--- src/rtl/ssd1306_spi4_master.sv ---
// rtl/ssd1306_spi4_master.sv - SPI 4-wire byte transmitter for an SSD1306 display.
// Buffers {dc, data} bytes in a FIFO and shifts each one out MSB-first in SPI mode 0.
module ssd1306_spi4_master #(
    parameter int CLK_DIV    = 4,
    parameter int FIFO_DEPTH = 4,
    parameter int CS_IDLE    = 2
) (
    input  logic                        clk_i,
    input  logic                        rst_i,
    input  logic                        valid_i,
    output logic                        ready_o,
    input  logic [7:0]                  data_i,
    input  logic                        dc_i,
    output logic [$clog2(FIFO_DEPTH):0] level_o,
    output logic                        busy_o,
    output logic                        cs_on,
    output logic                        sck_o,
    output logic                        sdi_o,
    output logic                        dc_o
);
    localparam int AW = $clog2(FIFO_DEPTH);
    localparam int PW = (CLK_DIV > 1) ? $clog2(CLK_DIV) : 1;
    localparam int GW = (CS_IDLE > 1) ? $clog2(CS_IDLE) : 1;
    localparam logic [PW-1:0] PH_LAST  = PW'(CLK_DIV - 1);
    localparam logic [GW-1:0] GAP_LAST = GW'(CS_IDLE - 1);
    localparam logic [AW:0]   FULL_LVL = (AW + 1)'(FIFO_DEPTH);

    typedef enum logic [2:0] {IDLE, SETUP, HIGH, LOW, GAP} state_t;

    logic [8:0]    mem_q [FIFO_DEPTH];
    logic [AW-1:0] wr_ptr_q, rd_ptr_q;
    logic [AW:0]   count_q;
    logic          push, pop, load;
    logic [8:0]    head;

    state_t        state_q, state_d;
    logic [PW-1:0] phase_q, phase_d;
    logic [GW-1:0] gap_q, gap_d;
    logic [2:0]    bit_q, bit_d;
    logic [6:0]    sh_q, sh_d;
    logic          cs_q, cs_d, sck_q, sck_d, sdi_q, sdi_d, dc_q, dc_d;

    // Full means not ready even if the FSM pops in the same cycle.
    assign ready_o = !rst_i && (count_q < FULL_LVL);
    assign push    = valid_i && ready_o;
    assign head    = mem_q[rd_ptr_q];
    assign level_o = count_q;
    assign busy_o  = (state_q != IDLE) || (count_q != '0);
    assign cs_on   = cs_q;
    assign sck_o   = sck_q;
    assign sdi_o   = sdi_q;
    assign dc_o    = dc_q;

    always_ff @(posedge clk_i) begin
        if (push) begin
            mem_q[wr_ptr_q] <= {dc_i, data_i};
        end
    end

    always_ff @(posedge clk_i) begin
        if (rst_i) begin
            wr_ptr_q <= '0;
            rd_ptr_q <= '0;
            count_q  <= '0;
        end else begin
            if (push) wr_ptr_q <= wr_ptr_q + AW'(1);
            if (pop)  rd_ptr_q <= rd_ptr_q + AW'(1);
            count_q <= count_q + (AW + 1)'(push) - (AW + 1)'(pop);
        end
    end

    always_comb begin
        state_d = state_q;
        phase_d = phase_q;
        gap_d   = gap_q;
        bit_d   = bit_q;
        sh_d    = sh_q;
        cs_d    = cs_q;
        sck_d   = sck_q;
        sdi_d   = sdi_q;
        dc_d    = dc_q;
        load    = 1'b0;
        pop     = 1'b0;

        case (state_q)
            IDLE: begin
                if (count_q != '0) load = 1'b1;
            end
            SETUP: begin
                if (phase_q == PH_LAST) begin
                    phase_d = '0;
                    sck_d   = 1'b1;
                    state_d = HIGH;
                end else begin
                    phase_d = phase_q + PW'(1);
                end
            end
            HIGH: begin
                if (phase_q == PH_LAST) begin
                    phase_d = '0;
                    sck_d   = 1'b0;
                    state_d = LOW;
                    // After bit 0 the LOW phase is a hold: data stays put.
                    if (bit_q != 3'd0) begin
                        sdi_d = sh_q[6];
                        sh_d  = {sh_q[5:0], 1'b0};
                    end
                end else begin
                    phase_d = phase_q + PW'(1);
                end
            end
            LOW: begin
                if (phase_q == PH_LAST) begin
                    phase_d = '0;
                    if (bit_q != 3'd0) begin
                        bit_d   = bit_q - 3'd1;
                        sck_d   = 1'b1;
                        state_d = HIGH;
                    end else if (count_q != '0) begin
                        load = 1'b1;
                    end else begin
                        cs_d    = 1'b1;
                        gap_d   = '0;
                        state_d = GAP;
                    end
                end else begin
                    phase_d = phase_q + PW'(1);
                end
            end
            GAP: begin
                if (gap_q == GAP_LAST) state_d = IDLE;
                else                   gap_d = gap_q + GW'(1);
            end
            default: state_d = IDLE;
        endcase

        if (load) begin
            pop     = 1'b1;
            sh_d    = head[6:0];
            sdi_d   = head[7];
            dc_d    = head[8];
            cs_d    = 1'b0;
            sck_d   = 1'b0;
            bit_d   = 3'd7;
            phase_d = '0;
            state_d = SETUP;
        end
    end

    always_ff @(posedge clk_i) begin
        if (rst_i) begin
            state_q <= IDLE;
            phase_q <= '0;
            gap_q   <= '0;
            bit_q   <= 3'd0;
            sh_q    <= '0;
            cs_q    <= 1'b1;
            sck_q   <= 1'b0;
            sdi_q   <= 1'b0;
            dc_q    <= 1'b0;
        end else begin
            state_q <= state_d;
            phase_q <= phase_d;
            gap_q   <= gap_d;
            bit_q   <= bit_d;
            sh_q    <= sh_d;
            cs_q    <= cs_d;
            sck_q   <= sck_d;
            sdi_q   <= sdi_d;
            dc_q    <= dc_d;
        end
    end
endmodule
--- config.mk ---
export PLATFORM = sky130hd
export DESIGN_NAME = ssd1306_spi4_master
export DESIGN_NICKNAME = d
export VERILOG_FILES = /design/src/rtl/ssd1306_spi4_master.sv
export SDC_FILE = /design/constraint.sdc
export NUM_CORES = 1
export LEC_CHECK = 0
export CAP_MARGIN = 20
export CELL_PAD_IN_SITES_DETAIL_PLACEMENT = 1
export CELL_PAD_IN_SITES_GLOBAL_PLACEMENT = 1
export CORE_ASPECT_RATIO = 1.1
export CORE_MARGIN = 2
export CORE_UTILIZATION = 30
export CTS_CLUSTER_SIZE = 10
export DETAILED_ROUTE_END_ITERATION = 8
export DONT_BUFFER_PORTS = 1
export GPL_ROUTABILITY_DRIVEN = 0
export PLACE_DENSITY_LB_ADDON = 0.1
export REMOVE_ABC_BUFFERS = 1
export SETUP_SLACK_MARGIN = 0.05
export SLEW_MARGIN = 40
export SYNTH_ARGS = -nofsm -noshare
export SYNTH_HDL_FRONTEND = slang
export SYNTH_SLANG_ARGS = --single-unit
--- constraint.sdc ---
create_clock -name clk_i -period 2.91 [get_ports clk_i]
set_input_delay 0.1455 -clock clk_i [delete_from_list [all_inputs] [get_ports clk_i]]
set_output_delay 0.1455 -clock clk_i [all_outputs]
set_load 0.005 [all_outputs]
==> run summary, run 1 <==
Outcome: complete, no violations
Cells after synthesis: 200
Setup crit start: bit_q[0]$_SDFFE_PP0P_
Min Tclk post-route: 2.443 ns
Crit-path max FO: 12
Cell Rows: 36
Post-Route Setup TNS: 0 ns
Most used DFF post-synth: edfxtp_1
Vias per Instance: 4.909
Die W: 95.93 µm
Commonest cells post-synth: 36 x edfxtp_1, 29 x dfxtp_1, 11 x nor2_1, 10 x a21oi_1, 10 x nor3_1
Die Span Y: 105.1 µm
Slowest cell on crit path: fa_1
P_leak: 1.104 nW
Latest clock arrival within the worst-skew pair: 0.33 ns
CTS Sinks: 65
Clk_skew: 0.006395 ns
Sequential cell area fraction in the yosys report: 59.58%
Worst Path Required: 3.14 ns
Vias: 1,625
Root Buffer: clkbuf_8
Cell taking the most area after synthesis: edfxtp_1
Filler instances: 938
Worst R2R Start: bit_q[0]$_SDFFE_PP0P_
First-pass GRT wire length: 9.149 mm
Largest net degree at the start of global routing: 28
HP Start: rst_i
Slew HR: 56.42%
ANT cells: 0
Starting Density: 31.11%
#FFs+latches synth: 65
Area contributors post-synth: edfxtp_1 39%, dfxtp_1 21%, mux4_2 7.3%
Hpwl dp: 3.877 mm
Non-Filler Instances: 331
CTS tree: done
Critical path, cell by cell: inv_1 -> ha_1 -> nor2b_1 -> a31o_2 -> nand2_2 -> xnor2_1 -> ha_1 -> inv_1 -> fa_1 -> xnor2_1 -> nor2_1
Max cap viols: 0
DRC Markers: 0
Fmax: 0.4093 GHz
Starting DRT DRC Count: 36
Final hold violation count: 0
Core area: 8964 µm²
Die ar.: 10,080 µm²
Final nets: 233
Dpl cells: 305
Share of the synthesized area in the top cell type: 38.76%
Worst-path clk slew: 0.07 ns
Peak VDD IR: 0.0002540 V
Cell variety after synth: 46
Worst Path Arrival: 2.67 ns
Antenna Nets Post-Route: 0
WL/cell: 17.30 µm
Setup crit start kind: register
RSZ-0062 raised after global routing: no
Synthesized area per cell: 13.94 µm²
Final setup viols: 0
Hold Worst Slack: 0.07341 ns
Fin area: 3153 µm²
Ys async rst share: 0%
Period utilization: 83.95%
Hold crit path type: input port to register
Gr usage total: 12.60%
Post-Place Cell Area: 2877 µm²
Power Density: 874.5 nW/µm²
Port bufs: 0
Critical Path Max Stage Delay: 0.38 ns
Clock Path Buffers: 2
Actual slew at the worst max-slew pin: 0.6517 ns
Total gr overflow: 0
Number of gates resized after CTS: 0
Post-synth EDFFs: 36
Antenna violations before repair: 0
Final wirelength: 5.725 mm
Layout cells sized above 1: 19.82%
YS warnings: 0
Number of global-route vias before repair: 1,737
CP Capture Type: register
Htree depth: 3
Syn-to-layout area delta: 13.06%
Synth Cell Area: 2789 µm²
Crit Path Category: register to register
IO Pins: 21
Number of buffers created by CTS: 9
First-pass DRT Iterations: 4
Final Max Tran Viols: 0
Dominant cell by count in the synthesized netlist: edfxtp_1
-- final cells by class --
type | count | area, µm² | share of cell area (%)
multi-input cells | 118 | 1039 | 32.94
flip-flops and latches | 65 | 1662 | 52.70
well taps | 114 | 142.6 | 4.524
clock buffers | 13 | 148.9 | 4.722
repair buffers | 11 | 117.6 | 3.730
clock inverters | 3 | 17.52 | 0.5556
inverters | 7 | 26.28 | 0.8333
-- power breakdown --
part	total, W	switching, W	internal (W)
combinational	0.000806	0.000442	0.000365
clock	0.000660	0.000330	0.000331
sequential	0.00129	0.000160	0.00113
-- logic make-up (layout without fill, tap and decap cells) --
group	count (synthesis)	after routing	share of synthesized area, %
XOR/XNOR	6	6	1.884
multiplexers	20	20	11.31
AND/OR/NAND/NOR	51	51	10.77
buffers and inverters	17	34	3.185
AO/OA/AOI/OAI	32	32	8.973
adder cells (fa/ha/maj)	9	9	4.307
flip-flops	65	65	59.58
-- layer usage --
layer  part of all wire (%)  GRT usage [%]  vias to the layer above
met5                      0              0                        -
met4                    2.0          6.020                        0
met3                    2.8          3.605                        9
met2                     55          22.38                       22
met1                     41          13.33                      818
li1                       -              -                      776
-- critical path, delay by kind of cell, from the launching register on --
family                   cells  cell delay (ns)
buffers and inverters        2             0.15
AND/OR/NAND/NOR              3             0.54
AO/OA/AOI/OAI                1             0.27
XOR/XNOR                     2             0.37
adder cells (fa/ha/maj)      3             0.71
flip-flops                   1             0.30
-- repair_timing --
action                    4_1_cts  5_1_grt
hold buffers                   10        0
hold endpoints to repair       63        0
setup buffers                   0        0
-- cell usage in the layout (no fill, tap or decap), drive strengths merged, types with 5 or more instances in the layout --
| cell | netlist | final |
|---|---|---|
| nor2 | 11 | 11 |
| and3 | 5 | 5 |
| a21oi | 10 | 10 |
| dlygate4sd3 | 0 | 9 |
| a211oi | 7 | 7 |
| nor3 | 12 | 12 |
| mux4 | 9 | 9 |
| mux2i | 9 | 9 |
| dfxtp | 29 | 29 |
| clkbuf | 5 | 13 |
| ha | 8 | 8 |
| edfxtp | 36 | 36 |
| nand2 | 5 | 5 |
| inv | 7 | 7 |
-- path summary, 6_finish.rpt --
check	end	slack (ns)	cells past startpoint
setup / recovery	level_o[2]$_SDFF_PP0_	0.47	11
hold / removal	sdi_o$_SDFFE_PP0P_	0.07	2
setup reg to reg	level_o[2]$_SDFF_PP0_	0.47	11
hold reg to reg	sh_q[0]$_SDFFE_PP0P_	0.49	2
-- stage by stage --
step	total power, W	utilization, %	setup WS [ns]
3_5_place_dp	0.002115	32.09	0.4270
5_1_grt	0.002947	35.18	0.2913
3_3_place_gp	0.002076	32.09	0.5590
2_1_floorplan	0.001883	-	0.7290
6_report	0.002757	35.18	0.4670
4_1_cts	0.002805	35.18	0.4257
-- registers in the layout (all words and copies together) (netlist names), named ones only --
signal    count
phase_q       2
gap_q         1
rd_ptr_q      2
state_q       3
level_o       3
sh_q          7
cs_on         1
sdi_o         1
mem_q        36
wr_ptr_q      2
dc_o          1
bit_q         3
sck_o         1
Note: power is estimated with default switching activity, not from simulation.
==> inputs of run 2 (changes only) <==
--- a/config.mk
+++ b/config.mk
@@ -5,6 +5,7 @@
 export SDC_FILE = /design/constraint.sdc
 export NUM_CORES = 1
 export LEC_CHECK = 0
+export ABC_AREA = 1
 export CAP_MARGIN = 20
 export CELL_PAD_IN_SITES_DETAIL_PLACEMENT = 1
 export CELL_PAD_IN_SITES_GLOBAL_PLACEMENT = 1
==> constraint.sdc (replaced) <==
create_clock -name clk_i -period 2.5 [get_ports clk_i]
set_input_delay 0.125 -clock clk_i [delete_from_list [all_inputs] [get_ports clk_i]]
set_output_delay 0.125 -clock clk_i [all_outputs]
set_load 0.005 [all_outputs]
==> run 2 against run 1 <==
Worst hold slack gained 0.11 ns. Sequential cell count is the same. Count of clock-buffer cells in the layout shrank 4. Maximum frequency grew 9.7%. Highest routed layer unchanged. Sequential share of layout area shrank 6.2 points. Synthesized area grew 11%.
==> run summary, run 2 <==
Ys async rst share: 0% (unchanged)
Top flop regs: mem_q x36, sh_q x7
Share of the synthesized area in the top cell type: 34.84% (-3.9 points)
Vias: 2,227 (+37%)
Worst Path Arrival: 2.45 ns (-0.22 ns)
Cells after synthesis: 357 (+79%)
Starting DRT DRC Count: 53 (+47%)
Slowest cell on crit path: dfxtp_1
Final nets: 398 (+71%)
Most used DFF post-synth: edfxtp_1
Post-Route Setup TNS: 0 ns (unchanged)
CP Capture Type: register
Htree depth: 3 (unchanged)
Largest net degree at the start of global routing: 22 (-21%)
Synth Cell Area: 3103 µm² (+11%)
Clock Path Buffers: 2 (unchanged)
Filler instances: 1,192 (+27%)
Starting Density: 31.08% (-0.036 points)
YS warnings: 0 (unchanged)
Max cap viols: 0 (unchanged)
Root Buffer: clkbuf_8
Worst-path clk slew: 0.07 ns (about the same)
Layout cells sized above 1: 14.66% (-5.2 points)
Period utilization: 89.05% (+5.1 points)
Top reg by flops: mem_q
Hpwl dp: 4.645 mm (+20%)
Cell variety after synth: 27 (-41%)
Antenna Nets Post-Route: 0 (unchanged)
Number of buffers created by CTS: 9 (unchanged)
Gr usage total: 13.38% (+0.78 points)
Latest clock arrival within the worst-skew pair: 0.34 ns (about the same)
Clock power share: 23.8% (about the same)
Hold crit path type: input port to register
Comb pwr share: 38.1% (+8.9 points)
Antenna violations before repair: 0 (unchanged)
CP Buf/Inv Count: 2 (unchanged)
Most frequent cells in the layout: 75 x nand2_1, 65 x inv_1, 38 x nand3_1
Top Family by Delay on Critical Path: adder cells
Pint: 0.002284 W (+25%)
Final wirelength: 6.745 mm (+18%)
Die Span Y: 110.7 µm (+5.3%)
ANT cells: 0 (unchanged)
Post-synth EDFFs: 36 (unchanged)
CTS Sinks: 65 (unchanged)
Sw Share: 39.04% (+5.3 points)
First-pass GRT wire length: 11.54 mm (+26%)
Critical Path Max Stage Delay: 0.36 ns (-0.02 ns)
CTS tree: done
Syn-to-layout area delta: 15.16%
WL/cell: 13.44 µm (-22%)
Commonest cells post-synth: 75 x nand2_1, 65 x inv_1, 38 x nand3_1, 36 x edfxtp_1, 30 x nor2_1
Vias per Instance: 4.436 (-9.6%)
Power Density: 1049 nW/µm² (+20%)
Critical path, cell by cell: ha_2 -> inv_1 -> nor2_2 -> nand2_2 -> nand2_8 -> nand2_8 -> xor2_2 -> ha_1 -> inv_1 -> fa_2 -> xor2_2 -> o21ai_1 -> a21oi_1
IO Pins: 21 (unchanged)
Final setup viols: 0 (unchanged)
Crit-path max FO: 5 (-7)
Area contributors post-synth: edfxtp_1 35%, dfxtp_1 19%, nand2_1 9.1%
Outcome: complete, no violations
First-pass DRT Iterations: 4 (unchanged)
Max reg flops: 36 (unchanged)
Final Max Tran Viols: 0 (unchanged)
Most common cell after layout, fill and taps aside: nand2_1
#FFs+latches synth: 65 (unchanged)
Core area: 9985 µm² (+11%)
Die ar.: 11,170 µm² (+11%)
Setup crit start kind: register
Hold Worst Slack: 0.1880 ns (+0.1146 ns)
Sequential cell area fraction in the yosys report: 53.55% (-6.0 points)
Peak VDD IR: 0.0003293 V (+30%)
Fmax: 0.4492 GHz (+9.7%)
Slew HR: 61.91% (+5.5 points)
RSZ-0062 raised after global routing: no
Net Switching: 0.001463 W (+57%)
Worst Path Required: 2.73 ns (-0.41 ns)
Actual slew at the worst max-slew pin: 0.5708 ns (-0.08091 ns)
Cell taking the most area after synthesis: edfxtp_1
Min Tclk post-route: 2.226 ns (-0.2168 ns)
Dominant cell by count in the synthesized netlist: nand2_1
Port bufs: 0 (unchanged)
Flop pwr share: 38.1% (-8.7 points)
Total gr overflow: 0 (unchanged)
Final hold violation count: 0 (unchanged)
P_leak: 1.586 nW (+44%)
Number of global-route vias before repair: 2,330 (+34%)
Clk_skew: 0.009631 ns (+0.003236 ns)
Cell Rows: 38 (+5.6%)
Crit Path Category: register to register
DRC Markers: 0 (unchanged)
Synthesized area per cell: 8.692 µm² (-38%)
Die W: 101.0 µm (+5.3%)
run 2: layout make-up:
type	instances	area, µm²	area share, %
Clock buffer	9	123.9	3.466
Clock inverter	7	71.32	1.996
Inverter	68	255.2	7.143
Multi-Input combinational cell	213	1136	31.79
Sequential cell	65	1662	46.50
Tap cell	120	150.1	4.202
Timing Repair Buffer	20	175.2	4.902
run 2: logic make-up after synthesis:
kind of cell               Yosys count  synth area share, %
and+or+nand+nor                    170                25.85
buffers and inverters               79                10.85
DFF                                 65                53.55
AOI/OAI and AO/OA                   31                5.040
adders and majority gates            9                3.871
xor gates and xnor gates             3               0.8469
run 2: timing repair:
| item | in CTS | in global routing |
|---|---|---|
| buffers inserted | 0 | 1 |
| pin swaps | 0 | 1 |
| endpoints found under the hold margin | 45 | 0 |
| resized for setup | 1 | 6 |
| hold buffers | 10 | 0 |
| endpoints found under the setup margin | 1 | 1 |
run 2: path summary, 6_finish.rpt:
kind | depth (start not counted) | startpoint | endpoint | slack, ns
min | 2 | rst_i | cs_on$_SDFFE_PP1P_ | 0.19
max reg2reg | 13 | phase_q[0]$_SDFFE_PP0N_ | level_o[2]$_SDFF_PP0_ | 0.27
min reg2reg | 2 | phase_q[1]$_SDFFE_PP0N_ | phase_q[1]$_SDFFE_PP0N_ | 0.48
max | 13 | phase_q[0]$_SDFFE_PP0N_ | level_o[2]$_SDFF_PP0_ | 0.27
run 2: layer usage:
layer	share of wire [%]	up-vias	track usage, %
li1	-	1162	-
met1	48	1042	16.43
met2	49	16	22.18
met3	2.6	7	3.783
met4	1.3	0	4.865
met5	0	-	0
run 2: per-stage QoR:
| stage | cells | instance area, µm² | power [W] | utilization (%) | setup slack, ns |
|---|---|---|---|---|---|
| after detailed placement | 475 | 3239 | 0.002860 | 32.44 | 0.05489 |
| final | 502 | 3573 | 0.003747 | 35.79 | 0.2738 |
| after floorplan | 346 | 3022 | 0.002456 | - | 0.2724 |
| after CTS | 501 | 3543 | 0.003804 | 35.49 | 0.05685 |
| after global placement | 475 | 3239 | 0.002828 | 32.44 | 0.2377 |
| after global routing | 502 | 3573 | 0.004109 | 35.79 | 0.09415 |
run 2: worst reg2reg max path, delay by kind of cell (launching register included):
kind | cells | cell delay (ns)
AO/OA/AOI/OAI | 2 | 0.19
XOR/XNOR | 2 | 0.30
adder cells (fa/ha/maj) | 3 | 0.72
buffers and inverters | 2 | 0.14
flip-flops | 1 | 0.36
AND/OR/NAND/NOR | 4 | 0.40
run 2: power by group through the flow:
stage	combinational [W]	clock (W)	sequential (W)
after CTS	0.00144	0.000932	0.00143
after global placement	0.00138	0	0.00145
after detailed placement	0.00141	0	0.00145
final	0.00143	0.000891	0.00143
after global routing	0.00168	0.000980	0.00145
after floorplan	0.000992	0	0.00146
